===== config.mk =====
export PLATFORM = sky130hd
export DESIGN_NAME = instr_fetch
export DESIGN_NICKNAME = d
export VERILOG_FILES = /design/src/rtl/instr_fetch.sv
export SDC_FILE = /design/constraint.sdc
export NUM_CORES = 1
export LEC_CHECK = 0
export BUFFER_PORTS_ARGS = -buffer_cell sky130_fd_sc_hd__buf_4
export CELL_PAD_IN_SITES_DETAIL_PLACEMENT = 0
export CELL_PAD_IN_SITES_GLOBAL_PLACEMENT = 1
export CORE_MARGIN = 4
export CORE_UTILIZATION = 38
export CTS_CLUSTER_DIAMETER = 80
export DETAILED_ROUTE_END_ITERATION = 16
export GPL_ROUTABILITY_DRIVEN = 0
export GPL_TIMING_DRIVEN = 1
export PLACE_DENSITY = 0.86
export SYNTH_ARGS = -nofsm -noshare
export SYNTH_HDL_FRONTEND = slang
export SYNTH_SLANG_ARGS = --single-unit
export TNS_END_PERCENT = 30

===== constraint.sdc =====
create_clock -name clk -period 1.95 [get_ports clk]
set_input_delay 0.2925 -clock clk [delete_from_list [all_inputs] [get_ports clk]]
set_output_delay 0.2925 -clock clk [all_outputs]
set_load 0.005 [all_outputs]

===== src/rtl/instr_fetch.sv =====
// Instruction fetch unit: single outstanding memory request, one-entry hold
// register towards the decoder, redirect with stale-response kill and a
// sticky misalignment halt.
module instr_fetch #(
    parameter int unsigned      WIDTH    = 32,
    parameter logic [WIDTH-1:0] RESET_PC = '0
) (
    input  logic             clk,
    input  logic             rst_n,
    output logic             imem_req,
    output logic [WIDTH-1:0] imem_addr,
    input  logic             imem_rvalid,
    input  logic [WIDTH-1:0] imem_rdata,
    output logic [WIDTH-1:0] instr,
    output logic [WIDTH-1:0] instr_pc,
    output logic             instr_valid,
    input  logic             dec_ready,
    input  logic             branch_en,
    input  logic [WIDTH-1:0] branch_target,
    output logic             misalign_err
);

    typedef enum logic [1:0] {
        BOOT,
        WAIT,
        HOLD,
        HALT
    } state_t;

    state_t           state_q, state_d;
    logic [WIDTH-1:0] pc_q, pc_d;
    logic [WIDTH-1:0] instr_q, instr_d;
    logic [WIDTH-1:0] instr_pc_q, instr_pc_d;
    logic             instr_valid_q, instr_valid_d;
    logic             misalign_q, misalign_d;
    logic             kill_q, kill_d;
    logic             target_aligned;

    assign target_aligned = (branch_target[1:0] == 2'b00);

    always_ff @(posedge clk or negedge rst_n) begin
        if (!rst_n) begin
            state_q       <= BOOT;
            pc_q          <= RESET_PC;
            instr_q       <= '0;
            instr_pc_q    <= '0;
            instr_valid_q <= 1'b0;
            misalign_q    <= 1'b0;
            kill_q        <= 1'b0;
        end else begin
            state_q       <= state_d;
            pc_q          <= pc_d;
            instr_q       <= instr_d;
            instr_pc_q    <= instr_pc_d;
            instr_valid_q <= instr_valid_d;
            misalign_q    <= misalign_d;
            kill_q        <= kill_d;
        end
    end

    always_comb begin
        state_d       = state_q;
        pc_d          = pc_q;
        instr_d       = instr_q;
        instr_pc_d    = instr_pc_q;
        instr_valid_d = instr_valid_q;
        misalign_d    = misalign_q;
        kill_d        = kill_q;

        if (state_q != HALT && branch_en) begin
            if (target_aligned) begin
                pc_d          = branch_target;
                instr_valid_d = 1'b0;
                state_d       = WAIT;
                // A response landing this cycle closes the outstanding request.
                if (state_q == WAIT) begin
                    kill_d = !imem_rvalid;
                end
            end else begin
                misalign_d    = 1'b1;
                instr_valid_d = 1'b0;
                state_d       = HALT;
            end
        end else begin
            case (state_q)
                BOOT: state_d = WAIT;
                WAIT: begin
                    if (imem_rvalid) begin
                        if (kill_q) begin
                            kill_d = 1'b0;
                        end else begin
                            instr_d       = imem_rdata;
                            instr_pc_d    = pc_q;
                            instr_valid_d = 1'b1;
                            state_d       = HOLD;
                        end
                    end
                end
                HOLD: begin
                    if (dec_ready) begin
                        pc_d          = pc_q + WIDTH'(4);
                        instr_valid_d = 1'b0;
                        state_d       = WAIT;
                    end
                end
                default: state_d = HALT;
            endcase
        end
    end

    assign imem_req     = (state_q == WAIT);
    assign imem_addr    = pc_q;
    assign instr        = instr_q;
    assign instr_pc     = instr_pc_q;
    assign instr_valid  = instr_valid_q;
    assign misalign_err = misalign_q;

endmodule


### After elaboration in Yosys (flattened, before gate mapping)

Cells that the tools add are included.

| cells by class | value |
|---|---|
| add/sub/neg operators | 1 |
| equal/unequal tests | 8 |
| muxes and demuxes | 20 |
| bitwise gates (word level) | 3 |
| reduce and logical (&&, ||, !) cells | 15 |

Operators by type and width:

| kind | number |
|---|---|
| two-way mux 32 bit | 4 |
| adder 32 x 3 -> 32 bit, second input constant | 1 |
| AND reduction 4 bit | 3 |
| two-way mux 2 bit | 5 |
| two-way mux 1 bit | 9 |
| nonzero test 2 bit | 4 |
| != test 2 bit, second input constant | 3 |
| case mux 2 bit (3 select lines) | 1 |
| AND reduction 3 bit | 2 |
| logical NOT 2 bit | 2 |
| != test 3 x 1 -> 1 bit, second input constant | 1 |
| != test 3 x 2 -> 1 bit, second input constant | 1 |
| != test 3 bit, second input constant | 1 |
| inverter 1 bit | 3 |
| nonzero test 3 bit | 1 |
| == test 2 x 1 -> 1 bit, second input constant | 1 |
| == test 2 bit, second input constant | 1 |
| case mux 1 bit (2 select lines) | 1 |
| AND reduction 2 bit | 1 |
| logical AND 1 bit | 1 |
| logical NOT 1 bit | 1 |

| word-level totals | value |
|---|---|
| register bits after elaboration | 101 |
| input port bits | 69 |
| output and inout bits | 99 |
| word-level logic and storage cells | 54 |

### Longest topological paths before layout

Gate-level depths: netlist of the first run.

| depth | value |
|---|---|
| word-level depth | 4 |
| gate-level depth with buffers | 8 |
| mapped depth without buffers | 6 |

### Worst setup path before layout of the first run

No wires, ideal clock.

| timing | value |
|---|---|
| path type | register to register |
| from | register state_q[1] |
| to | register instr_q[31], in the netlist instr[31] |
| library setup time | 0.125 ns |
| data arrival time | 1.688 ns |
| required time | 1.825 ns |
| path slack | 0.137 ns |
| stages on the path, launching flop included | 7 |
| buffers on the path | 2 |
| clock period less this slack | 1.813 ns |
| cells stage by stage | dfrtp_1 buf_2 nor2b_1 nand2_1 nor3_4 buf_4 mux2_2 |

| on the way | value |
|---|---|
| elaborated cells between the ends (all ways) | 5 |
| classes of those cells | eq/ne: 2; bitwise: 1; reduce/logical: 2 |

RTL lines:

| element | line | RTL |
|---|---|---|
| start, declared | 30 | `state_t state_q, state_d;` |
| start signal, assigned | 51 | `state_q <= state_d;` |
| == test 2 x 1 -> 1 bit | -- |  |
| named net imem_req | 10 | `output logic imem_req,` |
| AND reduction 4 bit (no source line) | -- |  |
| end signal, assigned | 53 | `instr_q <= instr_d;` |
| end, declared | 32 | `logic [WIDTH-1:0] instr_q, instr_d;` |

The timed path passes the listed nets, and every way through them passes these cells.
A chain may end at the register's enable or synchronous reset.

### Final worst setup path of the first run

| timing | value |
|---|---|
| from | register pc_q[13], in the netlist imem_addr[13] |
| to | register pc_q[28], in the netlist imem_addr[28] |

| on the way | value |
|---|---|
| cells in the longest elaborated chain, start to end | 4 |

Ends and longest elaborated chain:

| element | line | RTL |
|---|---|---|
| start, declared | 31 | `logic [WIDTH-1:0] pc_q, pc_d;` |
| start signal, assigned | 52 | `pc_q <= pc_d;` |
| adder 32 x 3 -> 32 bit | 101 | `pc_d = pc_q + WIDTH'(4);` |
| two-way mux 32 bit | 100 | `if (dec_ready) begin` |
| two-way mux 32 bit | 85 | `case (state_q)` |
| two-way mux 32 bit | 70 | `if (state_q != HALT && branch_en) begin` |

No other way between the ends. The select of a mux whose other input is x is not followed.

==> results of run 1 <==
report_power, final:
| part | leakage, nW | switching (mW) | internal [mW] | total, mW |
|---|---|---|---|---|
| clock | 0.132 | 0.784 | 0.935 | 1.72 |
| combinational | 1.78 | 0.271 | 0.433 | 0.704 |
| sequential | 1.33 | 0.101 | 2.25 | 2.35 |
| total | 3.24 | 1.16 | 3.61 | 4.77 |
cell type report:
cell class / instances / area share, %
Clock buffer: 13 / 3.95
Clock inverter: 3 / 0.304
Inverter: 4 / 0.228
Multi-Input combinational cell: 273 / 30.3
Sequential cell: 101 / 38.4
Tap cell: 147 / 2.79
Timing Repair Buffer: 204 / 24.0
cells in the final DEF, fill, tap and decap left out, drive strengths merged, types with 3 or more instances in the layout:
cell type	synthesis	routed
o22ai	9	9
nor2	16	16
a21oi	29	29
a31oi	5	5
mux2	64	64
a311oi	4	4
inv	4	4
o21bai	3	3
a2bb2oi	4	4
and2	5	5
nand3	17	17
clkbuf	13	13
or3	3	3
and4	6	6
a211oi	4	4
nor3	12	12
dfrtp	101	101
o22a	3	3
nand4	8	8
and3	7	7
o21ai	18	18
buf	13	203
nand2	28	28
worst max-delay path: stages, from the launching register on:
cell and delay, ps:
dfrtp_1 440, nand4_2 160, or3_4 420, nor2_1 230, a31oi_1 110, or3_1 340
worst paths after layout:
kind / cells past startpoint / slack [ps] / start / end
max reg2reg: 5 / 120 / imem_addr[13] / imem_addr[28]
max in group asynchronous: 3 / 870 / rst_n / state_q[0]
min in group asynchronous: 2 / 460 / rst_n / instr_pc[2]
max: 5 / 120 / imem_addr[13] / imem_addr[28]
min reg2reg: 1 / 470 / misalign_err / misalign_err
min: 2 / 180 / imem_rdata[16] / instr[16]
kinds of logic after synthesis:
| logic type | count (synthesis) |
|---|---|
| fa+ha+maj | 1 |
| mux | 64 |
| flops | 101 |
| buf+inv | 30 |
| compound gates | 96 |
| simple gates | 112 |
registers in the layout (all words and copies together), names as in the netlist:
signal,flops
imem_addr,32
instr,32
instr_pc,32
state_q,2
instr_valid,1
kill_q,1
misalign_err,1
metal layers:
| layer | share of wire, % | routed length, µm | track usage, % | vias up |
|---|---|---|---|---|
| li1 | - | - | - | 1874 |
| met1 | 46 | 5990 | 25.3 | 1972 |
| met2 | 48 | 6280 | 29.3 | 138 |
| met3 | 5.1 | 660 | 3.54 | 9 |
| met4 | 1.1 | 144 | 5.72 | 0 |
| met5 | 0 | 0 | 0 | - |
metrics by stage:
stage          area (µm²)  instances  util [%]
2_1_floorplan        4660        404         -
3_3_place_gp         6270        728      52.2
3_5_place_dp         6270        728      52.2
4_1_cts              6570        745      54.7
5_1_grt              6590        745      54.9
6_report             6590        745      54.9
what timing repair did:
action | 4_1_cts | 5_1_grt
gates resized for setup | 0 | 4
hold buffers | 1 | 0
hold endpoints to repair | 35 | 0
setup endpoints to repair | 0 | 72
==> results.ini, run 1 <==
[outcome]
outcome=finished clean

[floorplan]
die_w_um=119
fp-row-count=40
num_io_pins=168
dieArea_um2=14100
die_h_um=119
coreArea_um2=12000
initial_utilization_pct=38.8

[routing]
drtIter0Drc=211
drc=0
num_vias=3993
routed_via_density=5.36
ant_nets=0
drt-total-wl_um=13100
dr.pass1.iters=4
post_drt_wl_per_cell_um=17.5

[grt]
antenna_found_initial=0
grt_use_total_pct=18.4
overflow=0
grt_max_degree=57
grt_pass1_wl_um=20900
grt_pass1_vias=3906

[sta]
finalCriticalPeriod_ps=1830
timing.final.crit_share_pct=93.7
rsz0062_at_grt=no
maxSlewHeadroom_pct=65.5
final_max_slew_viol_count=0
setup_ws_ps=123
max_slew.worst_pin.slew_ps=517
setup_viol=0
clock.fmax_mhz=547
hold_ws_ps=175
hold_viol_final=0
fin_skew_ps=6.02
finalSetupTns_ps=0

[synthesis]
yosysMostFrequentCell=dfrtp_1
netlist_area_um2=4660
synthDominantCellAreaShare_pct=54.3
synth_xor_area_share_pct=0
synthTopCellsByCount=dfrtp_1 (101), mux2_2 (60), a21oi_1 (28), nand2_1 (28)
syn_nets=474
synthAdderAreaFrac_pct=0.269
yosysUniqueCellTypes=57
synth_compound_area_share_pct=13.5
synth_top_family_by_area=multiplexers
ys_seq_area_share_pct=54.3
ys_warn_count=0
avgSynthCellArea_um2=11.5
syn_inst=404
ys_seq_elements=101
yosys-top-cells-area=dfrtp_1 (54%), mux2_2 (15%), a21oi_1 (3.0%)
synth_edf_count=0
ys.flop_type=dfrtp_1
synth_largest_area_cell=dfrtp_1
synthMuxAreaShare_pct=15.5
synth_simple_gate_area_share_pct=13.2
synth-async-reset-ratio_pct=100

[placed_design]
dp_slack_ps=20.9
io_buffers=167
place_hpwl_um=9620

[clocking]
cts_sinks=101
cts.clk_slew.worst_paths_ps=70
numCtsBuffers=9
cts_setup_buffers=0
cts_tree=done
clock_latency_ps=340
h-tree-depth=3
cts_root_buffer=clkbuf_16
clockBufferDepth=2

[finish]
area_growth_pct=41.5
num-fill-cells=1068
drive_gt1_share_pct=49.2
nets=663
antennaDiodeCount=0
register_area_um2=2530
multi_input_area_um2=2000

[hold_path]
hp-class=input pin to flip-flop

[power]
peakVddDrop_v=0.000335
powerDensity_nw_per_um2=724
design_power_total_mw=4.77
p_leak_nw=3.24

[worst_setup_path]
worstSetupStartpointType=flip-flop
crit_arrival_ps=2050
crit_type=flip-flop to flip-flop
crit_path_max_fanout=6
end_kind=flip-flop
crit_required_ps=2170

[run]
cap_violations=0

(Power assumes the default switching activity.)
==> inputs of run 2 (changes only) <==
--- a/config.mk
+++ b/config.mk
@@ -15,6 +15,7 @@
 export GPL_ROUTABILITY_DRIVEN = 0
 export GPL_TIMING_DRIVEN = 1
 export PLACE_DENSITY = 0.86
+export REMOVE_ABC_BUFFERS = 1
 export SYNTH_ARGS = -nofsm -noshare
 export SYNTH_HDL_FRONTEND = slang
 export SYNTH_SLANG_ARGS = --single-unit
==> results.ini, run 2 (synthesis results as in run 1) <==
[outcome]
outcome=finished clean

[placed_design]
io_buffers=167
dp_cells=720
place_hpwl_um=9690
dp_slack_ps=76.8

[routing]
ant_nets=0
drtIter0Drc=255
num_vias=3911
routed_via_density=5.29
drt-total-wl_um=13200
post_drt_wl_per_cell_um=17.8
dr.pass1.iters=4
drc=0

[worst_setup_path]
worstSetupStartpointType=flip-flop
crit_required_ps=2180
cp_num_cells=6
end_kind=flip-flop
r2r-end=instr_pc[31]
crit_type=flip-flop to flip-flop
cpMaxStageDelayCell=dfrtp_2
worstReg2RegStart=state_q[0]
cp_cell_sequence=nor2b_2, nand2_1, nor3_4, buf_4, clkbuf_16, mux2_2
path_buf_inv=2
crit_arrival_ps=2120
max_stage_delay_ps=450
worst_path_dominant_cell_family=simple AND/OR/NAND/NOR gates
rrSetupSlack_ps=60
r2r_cells=6
crit_path_max_fanout=24

[finish]
multi_input_area_um2=1980
drive_gt1_share_pct=49.4
fin_util_pct=54.6
register_area_um2=2530
final_common_cell=buf_4
final_cell_mix=buf_4 (194), dfrtp_1 (99), mux2_2 (60)
num-fill-cells=1068
antennaDiodeCount=0
area_growth_pct=41.0
fin_cells=740
nets=658

[clocking]
clockBufferDepth=2
cts.clk_slew.worst_paths_ps=70
clock_latency_ps=350
cts_sinks=101
cts_tree=done
numCtsBuffers=9
cts_root_buffer=clkbuf_16
h-tree-depth=3

[sta]
timing.final.crit_share_pct=96.9
hold_ws_ps=161
final_max_slew_viol_count=0
setup_ws_ps=60.0
maxSlewHeadroom_pct=73.9
hold_viol_final=0
setup_viol=0
finalCriticalPeriod_ps=1890
max_slew.worst_pin.slew_ps=392
fin_skew_ps=9.42
clock.fmax_mhz=529

[grt]
grt_pass1_wl_um=20700
grt_max_degree=57
overflow=0
grt_pass1_vias=3987
grt_use_total_pct=18.4
antenna_found_initial=0

[floorplan]
num_io_pins=168
fp-row-count=40
dieArea_um2=14100
initial_utilization_pct=38.8
coreArea_um2=12000
die_w_um=119
die_h_um=119

[power]
powerDensity_nw_per_um2=737
design_power_total_mw=4.84
peakVddDrop_v=0.000428
p_leak_nw=3.22

[hold_path]
holdPathStages=2
hp-class=input pin to flip-flop
hold_end=instr[13]
holdCritStartpoint=imem_rdata[13]

[run]
cap_violations=0

==> run 2: timing repair <==
| item | 4_1_cts | 5_1_grt |
|---|---|---|
| setup endpoints to repair | 0 | 64 |
| setup buffers | 0 | 2 |
| resized for setup | 0 | 5 |
| hold buffers | 1 | 0 |
| endpoints found under the hold margin | 27 | 0 |
==> run 2: layer usage <==
metal / track usage, % / part of all wire (%)
met1: 24.0 / 43
met2: 29.4 / 49
met3: 4.74 / 4.9
met4: 6.73 / 2.6
met5: 0 / 0
==> run 2: report_power, final <==
| part | switching (mW) | internal, mW | total (mW) | leakage [nW] |
|---|---|---|---|---|
| registers | 0.111 | 2.25 | 2.36 | 1.33 |
| logic | 0.254 | 0.418 | 0.672 | 1.74 |
| clock network | 0.776 | 1.04 | 1.81 | 0.150 |
==> run 2: how the worst max path moves through the flow <==
stage                             start  slack (ps)            end
final                        state_q[0]          60   instr_pc[31]
after global routing         state_q[0]         -20       instr[0]
after CTS                    state_q[0]          50   instr_pc[22]
after detailed placement  imem_addr[14]          80  imem_addr[28]
after global placement    imem_addr[14]         100  imem_addr[28]
after floorplan              state_q[0]        -960       instr[0]
==> run 2: cell type report <==
class / instances / area share [%]
clock inverters: 5 / 0.877
repair buffers: 199 / 23.6
clock buffers: 11 / 3.70
flip-flops and latches: 101 / 38.6
well taps: 147 / 2.80
multi-input cells: 273 / 30.2
inverters: 4 / 0.229
==> run 2: per-stage QoR <==
step	TNS, ps	instance area, µm²
global placement	0	6200
global route	-222	6560
floorplan	-64280	4520
CTS	0	6510
finish	0	6560
detailed placement	0	6200
==> inputs of run 3 (changes only) <==
--- a/config.mk
+++ b/config.mk
@@ -8,6 +8,7 @@
 export BUFFER_PORTS_ARGS = -buffer_cell sky130_fd_sc_hd__buf_4
 export CELL_PAD_IN_SITES_DETAIL_PLACEMENT = 0
 export CELL_PAD_IN_SITES_GLOBAL_PLACEMENT = 1
+export CORE_ASPECT_RATIO = 0.8
 export CORE_MARGIN = 4
 export CORE_UTILIZATION = 38
 export CTS_CLUSTER_DIAMETER = 80
==> results.ini, run 3 (synthesis results as in run 1) <==
[finish]
final_common_cell=buf_4
multi_input_area_um2=1990
register_area_um2=2530
finalInstanceArea_um2=6620
nets=654
antennaDiodeCount=0
fin_util_pct=56.4
num-fill-cells=1044
drive_gt1_share_pct=49.4
final_cell_mix=buf_4 (187), dfrtp_1 (99), mux2_2 (60)
fin_cells=737
area_growth_pct=42.1

[placed_design]
io_buffers=167
place_area_um2=6210
dp_cells=717
place_hpwl_um=9630

[worst_setup_path]
crit_required_ps=2160
worst_path_dominant_cell_family=simple AND/OR/NAND/NOR gates
cpMaxStageDelayCell=dfrtp_2
r2r_cells=7
crit_path_max_fanout=23
crit_type=flip-flop to flip-flop
rrSetupSlack_ps=140
worstReg2RegStart=state_q[0]
path_buf_inv=2
cp_num_cells=7
r2r-end=imem_addr[28]
max_stage_delay_ps=470
crit_arrival_ps=2030
end_kind=flip-flop
cp_cell_sequence=nor4bb_1, buf_4, a21oi_2, buf_12, nand2_1, nand2_1, or3_1
startpoint=state_q[0]
path_common_cell=nand2_1
worstSetupStartpointType=flip-flop

[clocking]
numCtsBuffers=9
cts_root_buffer=clkbuf_16
cts_sinks=101
cts_tree=done
clockBufferDepth=2
cts.clk_slew.worst_paths_ps=70
clock_latency_ps=340
h-tree-depth=3

[routing]
post_drt_wl_per_cell_um=17.9
wl_met2_um=6280
routed_via_density=5.44
drtIter0Drc=229
dr.pass1.iters=4
top_layer_used=met4
met3_length_um=1100
ant_nets=0
met1_length_um=5600
drc=0
drt-total-wl_um=13200
num_vias=4006

[sta]
rsz0062_at_grt=no
hold_ws_ps=170
timing.final.crit_share_pct=93.1
final_max_slew_viol_count=0
clock.fmax_mhz=551
finalCriticalPeriod_ps=1810
max_slew.worst_pin.slew_ps=461
fin_skew_ps=10.2
hold_viol_final=0
finalSetupTns_ps=0
setup_viol=0
maxSlewHeadroom_pct=69.3

[floorplan]
die_w_um=132
num_io_pins=168
coreArea_um2=11700
fp-row-count=35
die_h_um=107
initial_utilization_pct=39.7
dieArea_um2=14100

[hold_path]
hold_end=instr[13]
holdPathStages=2
hp-class=input pin to flip-flop
holdCritStartpoint=imem_rdata[13]

[power]
p_leak_nw=3.23
powerDensity_nw_per_um2=763
peakVddDrop_v=0.000511

[outcome]
outcome=finished clean

[grt]
grt_use_total_pct=18.4
overflow=0
grt_max_degree=57
grt_pass1_vias=3889
antenna_found_initial=0
grt_pass1_wl_um=20900

[run]
cap_violations=0

run 3: cell count changes in the layout (fill, tap and decap cells not counted), moves of 2 or more:
cell	delta
buf_12	+3
buf_4	-7
bufinv_16	+2
inv_6	-2
nor2_1	-2
nor2_2	+2
run 3: report_power, final:
group	total [mW]	internal [mW]	switching [mW]
Sequential	2.36	2.25	0.110
Clock	2.03	1.25	0.773
Combinational	0.667	0.413	0.254
run 3: layout make-up:
cell class / count / area share [%]
Clock buffer: 10 / 3.46
Clock inverter: 6 / 1.68
Inverter: 4 / 0.227
Multi-Input combinational cell: 273 / 30.0
Sequential cell: 101 / 38.2
Tap cell: 148 / 2.80
Timing Repair Buffer: 195 / 23.6
run 3: metal layers:
metal  vias to the layer above  global-route usage, %
li1                       1871                      -
met5                         -                      0
met3                        16                   5.91
met2                       151                   29.0
met1                      1968                   24.4
met4                         0                   5.10
run 3: worst max path at each step:
stage / end / slack (ps)
after floorplan: instr[0] / -960
after global placement: imem_addr[28] / 130
after CTS: imem_addr[28] / 50
after global routing: imem_addr[26] / 20
after detailed placement: imem_addr[28] / 60
final: imem_addr[28] / 140
run 3: repair_timing:
action / in CTS / in global routing
buffers inserted: 0 / 2
hold buffers: 1 / 0
resized for setup: 0 / 7
endpoints found under the hold margin: 32 / 0
endpoints found under the setup margin: 0 / 71
run 3: through the flow:
| stage | setup WS, ps | power, mW |
|---|---|---|
| 2_1_floorplan | -960 | 2.57 |
| 3_3_place_gp | 130 | 3.05 |
| 3_5_place_dp | 63.9 | 3.07 |
| 4_1_cts | 51.9 | 5.12 |
| 5_1_grt | 19.9 | 5.28 |
| 6_report | 135 | 5.05 |
